==> src/rtl/bubble_sort_ctrl.sv <==
// ---------------------------------------------------------------------------
// bubble_sort_ctrl
//
// Sequential bubble-sort engine. N unsigned W-bit elements are loaded into an
// internal register array through a valid/ready input port, sorted ascending
// with a single shared compare/swap unit (one compare per clock), and then
// streamed out through a valid/ready output port in ascending order.
//
// Sorting stops early after a pass with no swaps. Equal elements are never
// swapped, so the sort is stable.
//
// Parameters
//   N            number of elements (2..16)
//   W            element width in bits
//
// Ports
//   clk_i        system clock, all state changes on the rising edge
//   rst_ni       synchronous active-low reset
//   in_valid_i   input element valid
//   in_ready_o   engine accepts an input element (load phase only)
//   in_data_i    input element
//   out_valid_o  output element valid (output phase only)
//   out_ready_i  downstream accepts the output element
//   out_data_o   output element, 0 outside the output phase
//   busy_o       high while sorting or streaming out
//   cmp_count_o  compare cycles used by the most recent sort (saturating)
//
// State table
//   IDLE | load phase: accept elements into mem[load_cnt]
//   SORT | one compare/swap of mem[idx], mem[idx+1] per cycle
//   OUT  | present mem[out_idx] until accepted, N elements in total
// ---------------------------------------------------------------------------
module bubble_sort_ctrl #(
  parameter int N = 8,
  parameter int W = 3
) (
  input  logic         clk_i,
  input  logic         rst_ni,
  input  logic         in_valid_i,
  output logic         in_ready_o,
  input  logic [W-1:0] in_data_i,
  output logic         out_valid_o,
  input  logic         out_ready_i,
  output logic [W-1:0] out_data_o,
  output logic         busy_o,
  output logic [7:0]   cmp_count_o
);

  localparam int IW = $clog2(N);
  localparam logic [IW-1:0] LAST_PASS = IW'(N - 2);
  localparam logic [IW-1:0] LAST_IDX  = IW'(N - 1);

  typedef enum logic [1:0] {
    IDLE = 2'd0,
    SORT = 2'd1,
    OUT  = 2'd2
  } state_e;

  state_e        state_q, state_d;
  logic [W-1:0]  mem_q [N];
  logic [W-1:0]  mem_d [N];
  logic [IW-1:0] load_cnt_q, load_cnt_d;
  logic [IW-1:0] idx_q, idx_d;
  logic [IW-1:0] pass_q, pass_d;
  logic [IW-1:0] out_idx_q, out_idx_d;
  logic          swapped_q, swapped_d;
  logic [7:0]    cmp_q, cmp_d;

  logic          in_ready_q, in_ready_d;
  logic          out_valid_q, out_valid_d;
  logic [W-1:0]  out_data_q, out_data_d;
  logic          busy_q, busy_d;

  // Shared compare/swap datapath
  logic [IW-1:0] idx_p1;
  logic [IW-1:0] last_idx;
  logic [W-1:0]  elem_a;
  logic [W-1:0]  elem_b;
  logic          do_swap;

  assign idx_p1   = idx_q + IW'(1);
  // Each pass bubbles the largest remaining element to the end, so the
  // compare window shrinks by one per pass.
  assign last_idx = LAST_PASS - pass_q;
  assign elem_a   = mem_q[idx_q];
  assign elem_b   = mem_q[idx_p1];
  assign do_swap  = (elem_a > elem_b);

  always_comb begin
    state_d    = state_q;
    mem_d      = mem_q;
    load_cnt_d = load_cnt_q;
    idx_d      = idx_q;
    pass_d     = pass_q;
    out_idx_d  = out_idx_q;
    swapped_d  = swapped_q;
    cmp_d      = cmp_q;

    case (state_q)
      IDLE: begin
        if (in_valid_i) begin
          mem_d[load_cnt_q] = in_data_i;
          if (load_cnt_q == LAST_IDX) begin
            state_d    = SORT;
            load_cnt_d = '0;
            idx_d      = '0;
            pass_d     = '0;
            swapped_d  = 1'b0;
            cmp_d      = 8'd0;
          end else begin
            load_cnt_d = load_cnt_q + IW'(1);
          end
        end
      end

      SORT: begin
        if (do_swap) begin
          mem_d[idx_q]  = elem_b;
          mem_d[idx_p1] = elem_a;
        end
        if (cmp_q != 8'hFF) begin
          cmp_d = cmp_q + 8'd1;
        end
        if (idx_q < last_idx) begin
          idx_d     = idx_p1;
          swapped_d = swapped_q | do_swap;
        end else if (!(swapped_q || do_swap) || (pass_q == LAST_PASS)) begin
          // A clean pass means the array is already ordered.
          state_d   = OUT;
          out_idx_d = '0;
          idx_d     = '0;
          swapped_d = 1'b0;
        end else begin
          pass_d    = pass_q + IW'(1);
          idx_d     = '0;
          swapped_d = 1'b0;
        end
      end

      OUT: begin
        if (out_ready_i) begin
          if (out_idx_q == LAST_IDX) begin
            state_d    = IDLE;
            load_cnt_d = '0;
            out_idx_d  = '0;
          end else begin
            out_idx_d = out_idx_q + IW'(1);
          end
        end
      end

      default: begin
        state_d = IDLE;
      end
    endcase

    // Outputs are registered: derive them from the next state so they line
    // up with the state they describe. In the final SORT cycle mem_d already
    // holds the last swap, so the first output element is correct.
    in_ready_d  = (state_d == IDLE);
    out_valid_d = (state_d == OUT);
    busy_d      = (state_d != IDLE);
    out_data_d  = (state_d == OUT) ? mem_d[out_idx_d] : '0;
  end

  always_ff @(posedge clk_i) begin
    if (!rst_ni) begin
      state_q     <= IDLE;
      for (int i = 0; i < N; i++) begin
        mem_q[i] <= '0;
      end
      load_cnt_q  <= '0;
      idx_q       <= '0;
      pass_q      <= '0;
      out_idx_q   <= '0;
      swapped_q   <= 1'b0;
      cmp_q       <= 8'd0;
      in_ready_q  <= 1'b1;
      out_valid_q <= 1'b0;
      out_data_q  <= '0;
      busy_q      <= 1'b0;
    end else begin
      state_q     <= state_d;
      mem_q       <= mem_d;
      load_cnt_q  <= load_cnt_d;
      idx_q       <= idx_d;
      pass_q      <= pass_d;
      out_idx_q   <= out_idx_d;
      swapped_q   <= swapped_d;
      cmp_q       <= cmp_d;
      in_ready_q  <= in_ready_d;
      out_valid_q <= out_valid_d;
      out_data_q  <= out_data_d;
      busy_q      <= busy_d;
    end
  end

  assign in_ready_o  = in_ready_q;
  assign out_valid_o = out_valid_q;
  assign out_data_o  = out_data_q;
  assign busy_o      = busy_q;
  assign cmp_count_o = cmp_q;

endmodule
==> config.mk <==
export PLATFORM = sky130hd
export DESIGN_NAME = bubble_sort_ctrl
export DESIGN_NICKNAME = d
export VERILOG_FILES = /design/src/rtl/bubble_sort_ctrl.sv
export SDC_FILE = /design/constraint.sdc
export NUM_CORES = 1
export LEC_CHECK = 0
export BUFFER_PORTS_ARGS = -buffer_cell sky130_fd_sc_hd__buf_2
export CAP_MARGIN = 20
export CORE_ASPECT_RATIO = 0.8
export CORE_UTILIZATION = 50
export CTS_BUF_LIST = sky130_fd_sc_hd__clkbuf_2
export DETAILED_ROUTE_END_ITERATION = 10
export PLACE_DENSITY_LB_ADDON = 0.2
export SLEW_MARGIN = 20
export SYNTH_ARGS = -nofsm -noshare
export SYNTH_HDL_FRONTEND = slang
export SYNTH_SLANG_ARGS = --single-unit
==> constraint.sdc <==
create_clock -name clk_i -period 6.8 [get_ports clk_i]
set_input_delay 1.02 -clock clk_i [delete_from_list [all_inputs] [get_ports clk_i]]
set_output_delay 1.02 -clock clk_i [all_outputs]
set_load 0.02 [all_outputs]
# [Yosys cells after proc, flatten, opt, wreduce, memory -nomap -nowiden]
# Cells that the tools add are included.
[word_totals] register_bits=53 inputBits=7
[op_classes] addsub=6 n_lt_le_gt_ge=9 eq_ne=14 mux=53 bitwise=5 n_reduce_logical=16
[ops] op="bitwise mux 24 bit" count=3
[ops] op="two-way mux 3 bit" count=22
[ops] op="two-way mux 24 bit" count=2
[ops] op="case mux 24 bit (2 select lines)" count=1
[ops] op="binary-select mux 3 bit (select 3 bit)" count=3
[ops] op="demux 3 bit (select 3 bit)" count=3
[ops] op="two-way mux 8 bit" count=3
[ops] op="case mux 3 bit (2 select lines)" count=4
[ops] op=">= comparator 4 bit, second input constant" count=4
[ops] op="NOT 3 -> 4 bit" count=4
[ops] op="case mux 8 bit (2 select lines)" count=1
[ops] op="!= test 2 bit, second input constant" count=7
[ops] op="adder 3 x 1 -> 3 bit, second input constant" count=4
[ops] op="< comparator 4 x 1 -> 1 bit, second input constant" count=3
[ops] op="two-way mux 2 bit" count=6
[ops] op="equality test 3 bit, second input constant" count=3
[ops] op="adder 8 x 1 -> 8 bit, second input constant" count=1
[ops] op="!= test 8 bit, second input constant" count=1
[ops] op="AND reduction 4 bit" count=2
[ops] op="case mux 2 bit (3 select lines)" count=1
[ops] op="nonzero test 2 bit" count=3
[ops] op="AND reduction 5 bit" count=1
[ops] op="equality test 2 bit, second input constant" count=2
[ops] op="zero test 2 bit" count=2
[ops] op="12 further kinds" count=17

# [Logic depth before layout (Yosys ltp)]
# Gate-level depths: netlist of the first run.
[logic_depth] word_depth=16 ltp_mapped=17 ltp_nobuf=14

# [Least setup slack after synthesis of the first run]
# Ideal clock, no wire load.
[synth_timing] path_type="flip-flop to flip-flop" start="register idx_q[0]" end="register out_data_q[1] (netlist: out_data_o[1])" setup_ns=0.123 arrival_time_ns=3.651 t_required_ns=6.677 slack_ns=3.026 stages_incl_launch_ff=17 path_buffers=3 path_cell_list="dfxtp_1 ha_1 buf_2 xor2_2 mux4_2 mux2_2 inv_1 ha_1 and3b_1 o211ai_1 and3_1 clkbuf_2 o221a_2 clkbuf_1 mux2_2 mux2i_1 o21ai_1"
[synth_between] elab_chain_cells=16 elab_cells_between_ends=40
[synth_lines] element="start, declared" line="63" rtl="logic [IW-1:0] idx_q, idx_d;"
[synth_lines] element="start signal, assigned" line="186" rtl="idx_q <= idx_d;"
[synth_lines] element="adder 3 x 1 -> 3 bit" line="81" rtl="assign idx_p1 = idx_q + IW'(1);"
[synth_lines] element="NOT 3 -> 4 bit (not written as such)" line="86, 119"
[synth_lines] element="binary-select mux 3 bit (select 3 bit)" line="86" rtl="assign elem_b = mem_q[idx_p1];"
[synth_lines] element="two-way mux 3 bit (not written as such) (2 in series)" line="86"
[synth_lines] element="greater-than comparator 3 bit" line="87" rtl="assign do_swap = (elem_a > elem_b);"
[synth_lines] element="logical OR 1 bit" line="127" rtl="end else if (!(swapped_q || do_swap) || (pass_q == LAST_PASS)) begin"
[synth_lines] element="zero test 1 bit" line="127"
[synth_lines] element="logical OR 1 bit" line="127"
[synth_lines] element="two-way mux 3 bit" line="127"
[synth_lines] element="two-way mux 3 bit" line="124" rtl="if (idx_q < last_idx) begin"
[synth_lines] element="case mux 3 bit (2 select lines)" line="99" rtl="case (state_q)"
[synth_lines] element="NOT 3 -> 4 bit (not written as such)" line="163" rtl="out_data_d = (state_d == OUT) ? mem_d[out_idx_d] : '0;"
[synth_lines] element="binary-select mux 3 bit (select 3 bit)" line="163"
[synth_lines] element="two-way mux 3 bit (not written as such) (2 in series)" line="163"
[synth_lines] element="end signal, assigned" line="193" rtl="out_data_q <= out_data_d;"
[synth_lines] element="end, declared" line="71" rtl="logic [W-1:0] out_data_q, out_data_d;"
# Several ways; a longest one is shown, not always the timed one. The select of a mux whose other input is x is not followed.
# A chain may end at the register's enable or synchronous reset.

# [Final worst setup path of the first run]
# Ends and elaborated chain as after synthesis.

==> results of run 1 <==
## metal layers
metal  GRT usage (%)  wire length (µm)
met5               0                 0
met4            9.22               322
met3            8.91              1800
met2            50.2              6280
met1            49.0              6400
## worst min-delay path, delay by kind of cell (launching register included)
| family | cells | cell delay (ps) |
|---|---|---|
| AO/OA/AOI/OAI | 1 | 60 |
| AND/OR/NAND/NOR | 1 | 80 |
| flip-flops | 1 | 410 |
## kinds of logic (layout without fill, tap and decap cells)
group	after synthesis	count (layout)	share of synthesized area, %
simple gates	199	199	22.9
compound gates	153	153	25.4
flops	53	53	24.7
buf+inv	52	55	5.13
mux	42	42	13.8
fa+ha+maj	18	18	5.25
xor+xnor	12	12	2.80
## metrics by stage
step                hold slack, ps  power (mW)  utilization, %  cells
global placement               484       0.420            54.6    632
detailed placement             496       0.420            54.6    632
finish                         525       0.577            55.3    640
CTS                            524       0.575            55.3    640
global route                   560       0.598            55.3    640
floorplan                      459       0.389               -    529
## path summary, 6_finish.rpt
path | startpoint | endpoint | slack [ps] | depth (start not counted)
worst max-delay path | idx_q[0] | out_data_o[1] | 1520 | 16
worst min-delay path | cmp_count_o[1] | cmp_count_o[1] | 530 | 2
worst max register to register | idx_q[0] | out_data_o[1] | 1520 | 16
worst min register to register | cmp_count_o[1] | cmp_count_o[1] | 530 | 2
## final cells by class
cell class | instances | area [µm²]
fill | 785 | 3630
multi-input combinational | 424 | 3010
sequential | 53 | 1060
timing repair buffer | 28 | 160
tap | 108 | 135
inverter | 19 | 71.3
clock inverter | 3 | 28.8
clock buffer | 5 | 25.0
## synthesized netlist by cell type (all sizes together), types with 3 or more instances
master	instances	area, µm²
a211oi	5	37.5
a21o	5	37.5
a21oi	27	135
a22oi	8	60.1
a31oi	6	37.5
a32o	3	30.0
a32oi	14	123
a41oi	4	35.0
and2	16	100
and3	8	50.1
buf	11	55.1
clkbuf	22	93.8
dfxtp	53	1060
ha	18	225
inv	19	71.3
mux2	15	169
mux2i	17	190
mux4	10	233
nand2	52	195
nand2b	6	37.5
nand3	25	125
nand4	4	25.0
nor2	46	173
nor2b	9	56.3
nor3	13	65.1
nor3b	3	22.5
o2111ai	4	35.0
o211ai	10	75.1
o21a	4	30.0
o21ai	31	155
o221ai	6	58.8
o31ai	4	30.0
or2	3	18.8
xnor2	5	51.3
xor2	7	68.8
## power groups by stage
| stage | registers (mW) | logic (mW) | clock network, mW |
|---|---|---|---|
| floorplan | 0.324 | 0.0646 | 0 |
| global route | 0.323 | 0.104 | 0.171 |
| finish | 0.323 | 0.0973 | 0.157 |
| detailed placement | 0.327 | 0.0930 | 0 |
| CTS | 0.322 | 0.0932 | 0.159 |
| global placement | 0.327 | 0.0933 | 0 |
## sequential cells by signal (all words and copies together), names as in the netlist
name         cells
load_cnt_q       3
state_q          2
pass_q           3
mem_q           24
out_idx_q        3
out_valid_o      1
swapped_q        1
cmp_count_o      8
in_ready_o       1
busy_o           1
idx_q            3
out_data_o       3
==> out/metrics.csv, run 1 <==
metric;value;unit
cts.clk_slew.worst_paths;360;ps
p_leak;1.72;nW
dp_hpwl;11.0;mm
area_growth_syn_to_layout;4.66;%
startpoint_type;flip-flop;
drc_errors;0;
syn-num-nets;554;
synth_edf_count;0;
cts_tree;done;
cts_max_path_buffers;2;
worstSkewPairLatency;510;ps
hp-class;reg -> reg;
gp_congestion;1.03;
syn_area;4290;µm²
crit_fanout;39;
finalHoldViolCount;0;
min_period_over_period;77.6;%
final-setup-viol-count;0;
drt-pass1-iter-count;6;
end_kind;flip-flop;
cts_resized;0;
maxCapViolCount;0;
synth_cell_type_count;76;
place_area;4440;µm²
yosys_warnings;0;
critPathSlowestCell;nor4b_1;
layout_common_cells;dfxtp_1 (53), nand2_1 (52), nor2_1 (46), a21oi_1 (27), o21ai_0 (27);
final_common_cell;dfxtp_1;
core-area;8130;µm²
p_seq_share;55.9;%
slew_viol_final;0;
cts-hold-fix-buffers;0;
power_frac_comb;16.9;%
numPortBuffers;20;
gr-total-overflow;0;
grt_pass1_wl;23.2;mm
grt.total_usage;34.0;%
place_ws;1680;ps
grt_pass1_vias;4000;
nets;556;
ant_nets;0;
cts_num_sinks;53;
ys_seq_elements;53;
grt_antenna_before_repair;0;
critPathRequiredTime;7230;ps
row_count;29;
antennaDiodeCount;0;
setup_tns;0;ps
post-cts-setup-buffer-count;0;
yosysSeqAreaShare;24.7;%
cp.arrival;5700;ps
status;completed;
switching_share;34.4;%
peakVddDrop;0.0758;mV
routed_wl;14.8;mm
die_area;8960;µm²
synth_area_per_cell;8.12;µm²
die_x;106;µm
skew;44.1;ps
synthCells;529;
start_util;52.8;%
intPower;0.379;mW
grt_setup_unrepaired;no;
yosys_most_used_dff;dfxtp_1;
layout_setup_ws;1520;ps
drive_above_1_share;13.9;%
slew_headroom;32.9;%
min_period;5280;ps
post-route-cell-area;4490;µm²
path_buf_inv;3;
cts_buffers;5;
p_sw;0.198;mW
grt_max_degree;41;
via_per_inst;6.84;
synthArstFlopShare;0;%
root_buffer;clkbuf_2;
path_cells;buf_4, ha_1, xor2_2, buf_4, mux4_2, mux2_2, inv_1, ha_1, and3b_1, o21a_1, nand2_1, nor3_1, nor4b_1, a31oi_1, o2111ai_1, o21ai_1;
crit_type;reg -> reg;
wl_per_cell;23.1;µm
power_density;128;nW/µm²
cpLargestDelayFamily;simple AND/OR/NAND/NOR gates;
drtIter0Drc;510;
fmax;0.189;GHz
die_h;84.9;µm
vias;4380;
cpPeakStageDelay;720;ps
clkPwrFrac;27.3;%
io_pins;21;
cts_max_level;2;
max_slew.worst_pin.slew;1000;ps
(Power assumes the default switching activity.)
==> run 2, diff against run 1 <==
- clock period: 6.8 -> 4.3 ns (I/O delays scaled with it)
==> run 2 against run 1 <==
  * Utilization rose by 0.97 points
  * Cell count is 0.94% higher
  * Critical endpoint is now out_data_o[2]
  * Register-to-register slack worse by 1300 ps
  * Clock-buffer cell count did not move
  * Power up 62%
  * Critical path depth fell by 2
  * Hold slack lost 8.0 ps
==> out/metrics.csv, run 2 (synthesis results as in run 1) <==
metric;value;unit
routed_wl;14.9;mm
path_buf_inv;2;
multi_input_area;3030;µm²
io_pins;21;
gr-total-overflow;0;
ant_nets;0;
vias;4411;
wl_per_cell;23.0;µm
critPathSlowestCell;mux4_2;
slew_viol_final;0;
die_area;8960;µm²
start_util;52.8;%
drc_errors;0;
fin_util;56.3;%
status;completed;
final-setup-viol-count;0;
grt_setup_unrepaired;no;
row_count;29;
largest_reg_flops;24;
finalHoldViolCount;0;
grt_antenna_before_repair;0;
end_kind;flip-flop;
dp_hpwl;11.1;mm
worstSkewPairLatency;480;ps
reg2regPathDepth;14;
numPortBuffers;20;
nets;563;
whs_path_depth;2;
area_growth_syn_to_layout;6.50;%
fmax;0.242;GHz
grt_pass1_vias;4089;
largest_register;mem_q;
min_period;4130;ps
setup_tns;0;ps
cts_num_sinks;53;
skew;22.7;ps
core-area;8130;µm²
max_slew.worst_pin.slew;1090;ps
min_period_over_period;95.9;%
cts_max_path_buffers;2;
peakVddDrop;0.190;mV
path_cells;ha_1, buf_4, mux4_2, mux2i_2, ha_1, and3b_1, o21a_1, buf_4, nand2_1, o221ai_1, o21ai_0, nor4_1, a41oi_1, and4_1;
drive_above_1_share;15.4;%
cp.arrival;4580;ps
cpPeakStageDelay;540;ps
p_leak;1.76;nW
root_buffer;clkbuf_2;
wl_met2;6.28;mm
grt_pass1_wl;23.1;mm
maxCapViolCount;0;
crit_type;reg -> reg;
cts_buffers;5;
die_x;106;µm
hp-class;reg -> reg;
fillCellCount;792;
register_area;1060;µm²
drtIter0Drc;500;
final_common_cell;dfxtp_1;
wl_met1;6.44;mm
via_per_inst;6.83;
startpoint_type;flip-flop;
antennaDiodeCount;0;
post-cts-setup-buffer-count;0;
drt-pass1-iter-count;8;
p_total;0.936;mW
worst-path-stages;14;
slew_headroom;27.3;%
critPathRequiredTime;4760;ps
wl_met3;1.64;mm
crit_fanout;13;
cts_max_level;2;
cpLargestDelayFamily;compound AO/OA/AOI/OAI gates;
die_h;84.9;µm
grt_max_degree;36;
holdWs;517;ps
grt.total_usage;34.0;%
power_density;205;nW/µm²
highest_layer;met4;
cts_tree;done;
cts.clk_slew.worst_paths;290;ps
layout_common_cells;dfxtp_1 (53), nand2_1 (52), nor2_1 (46), a21oi_1 (27), o21ai_0 (27);
gp_congestion;1.03;
run 2: timing repair:
item | in CTS | in global routing
hold buffers | 0 | 0
gates resized for setup | 0 | 4
setup endpoints to repair | 0 | 3
run 2: report_power, final:
group          internal [mW]  leakage, nW  total [mW]  switching (mW)
sequential             0.499        0.428       0.510          0.0104
clock                 0.0974       0.0394       0.270           0.173
combinational         0.0546         1.29       0.156           0.101
run 2: metal layers:
metal	up-vias	track usage, %
li1	2003	-
met5	-	0
met3	52	8.60
met2	283	51.4
met1	2073	47.1
met4	0	12.1
run 2: cell type report:
type                    count  share of cell area, %
clock inverters             2                  0.848
inverters                  19                   1.56
multi-input cells         424                   66.2
well taps                 108                   2.96
flip-flops and latches     53                   23.2
clock buffers               5                  0.547
repair buffers             35                   4.65
run 2: path summary, 6_finish.rpt:
path,start,endpoint,slack [ps]
worst min-delay path,cmp_count_o[1],cmp_count_o[1],520
worst max-delay path,idx_q[1],out_data_o[2],170
worst min register to register,cmp_count_o[1],cmp_count_o[1],520
worst max register to register,idx_q[1],out_data_o[2],170
run 2: per-stage QoR:
| step | worst slack, ps | instances | area (µm²) |
|---|---|---|---|
| after floorplan | 526 | 529 | 4290 |
| after global placement | 166 | 639 | 4490 |
| after detailed placement | 85.2 | 639 | 4490 |
| after CTS | 49.8 | 646 | 4560 |
| after global routing | 45.9 | 646 | 4570 |
| final | 174 | 646 | 4570 |
run 2: worst min-delay path: cells and delay by family (launching register included):
kind	cells	cell delay, ps
flip-flops	1	390
AND/OR/NAND/NOR	1	70
AO/OA/AOI/OAI	1	50
==> run 3, diff against run 2 <==
- RECOVER_POWER: default -> 50
==> run 3 against run 2 <==
  * The run now ends with max-capacitance violations, max-slew violations left
  * Global-route usage stayed put
  * Sequential power about the same
  * Critical path type unchanged
  * Worst setup slack gained 37 ps
  * Highest routed layer unchanged
  * Cell count unchanged
  * Combinational power barely moved
  * Clock power about the same
  * Sequential share of layout area rose by 0.11 points
==> out/metrics.csv, run 3 (synthesis results as in run 1) <==
metric;value;unit
fmax;0.245;GHz
antennaDiodeCount;0;
layout_setup_ws;211;ps
startpoint_type;flip-flop;
cts_num_sinks;53;
p_leak;1.70;nW
min_period;4090;ps
slew_headroom;-11.1;%
dp_hpwl;11.1;mm
slew_viol_final;35;
grt_antenna_before_repair;0;
grt_pass1_wl;23.1;mm
largest_register;mem_q;
core-area;8130;µm²
start_util;52.8;%
vias;4382;
nets;563;
skew;29.4;ps
hp-class;reg -> reg;
worstSkewPairLatency;480;ps
drt-pass1-iter-count;5;
post-cts-setup-buffer-count;0;
cts_resized;0;
row_count;29;
peakVddDrop;0.192;mV
min_period_over_period;95.1;%
die_h;84.9;µm
numPortBuffers;20;
routed_wl;14.9;mm
grt_max_degree;36;
fillCellCount;798;
root_buffer;clkbuf_2;
finalHoldViolCount;0;
power_density;206;nW/µm²
grt_setup_unrepaired;no;
drc_errors;0;
drive_above_1_share;12.6;%
wl_per_cell;23.0;µm
drtIter0Drc;506;
crit_fanout;13;
largest_reg_flops;24;
die_x;106;µm
violations;max-capacitance violations, max-slew violations;
final-setup-viol-count;0;
end_kind;flip-flop;
via_per_inst;6.78;
cts-hold-fix-buffers;0;
status;finished, violations left;
die_area;8960;µm²
layout_common_cells;dfxtp_1 (53), nand2_1 (52), nor2_1 (46), o21ai_0 (29), a21oi_1 (27);
place_ws;85.2;ps
ant_nets;0;
cts_tree;done;
gp_congestion;1.03;
maxCapViolCount;1;
cts_buffers;5;
critPathRequiredTime;4760;ps
gr-total-overflow;0;
cts_max_level;2;
final_common_cell;dfxtp_1;
cts.clk_slew.worst_paths;300;ps
cp.arrival;4550;ps
crit_type;reg -> reg;
grt_pass1_vias;4089;
max_slew.worst_pin.slew;1670;ps
setup_tns;0;ps
grt.total_usage;34.0;%
cts_max_path_buffers;2;
area_growth_syn_to_layout;6.00;%
io_pins;21;
run 3: worst paths after layout:
check                 startpoint        endpoint  slack (ps)  cells after the start
setup / recovery        idx_q[1]   out_data_o[2]         210                     14
hold / removal    cmp_count_o[1]  cmp_count_o[1]         520                      2
hold reg to reg   cmp_count_o[1]  cmp_count_o[1]         520                      2
setup reg to reg        idx_q[1]   out_data_o[2]         210                     14
run 3: stage by stage:
stage | total power [mW] | cell area, µm² | cells | utilization [%] | hold WS (ps)
detailed placement | 0.666 | 4490 | 639 | 55.3 | 494
global placement | 0.665 | 4490 | 639 | 55.3 | 480
floorplan | 0.615 | 4290 | 529 | - | 459
finish | 0.936 | 4550 | 646 | 56.0 | 519
global route | 0.965 | 4550 | 646 | 56.0 | 547
CTS | 0.935 | 4560 | 646 | 56.0 | 523
run 3: final cells by class:
| cell class | count | area [µm²] | area share [%] |
|---|---|---|---|
| Clock inverter | 2 | 38.8 | 0.852 |
| Sequential cell | 53 | 1060 | 23.3 |
| Timing Repair Buffer | 35 | 191 | 4.21 |
| Inverter | 19 | 71.3 | 1.57 |
| Multi-Input combinational cell | 424 | 3030 | 66.5 |
| Tap cell | 108 | 135 | 2.97 |
| Clock buffer | 5 | 25.0 | 0.550 |
run 3: per-layer routing:
| metal | routed length [µm] | vias up | GRT usage (%) | share of wire, % |
|---|---|---|---|---|
| li1 | - | 2005 | - | - |
| met1 | 6350 | 2071 | 47.1 | 43 |
| met4 | 479 | 0 | 12.1 | 3.2 |
| met3 | 1640 | 41 | 8.60 | 11 |
| met5 | 0 | - | 0 | 0 |
| met2 | 6400 | 265 | 51.4 | 43 |
run 3: power by group:
group | switching (mW) | internal (mW)
registers | 0.0103 | 0.500
logic | 0.100 | 0.0543
clock network | 0.174 | 0.0974
run 3: worst max-delay path: stages, from the launching register on:
cell      delay, ps
dfxtp_1         390
ha_1            440
buf_4           270
mux4_2          540
mux2i_2         210
ha_1            280
and3b_1         190
o21a_1          370
buf_4           260
nand2_1         130
o221ai_1        120
o21ai_0         410
nor4_1           90
a41oi_1         180
and4_1          200
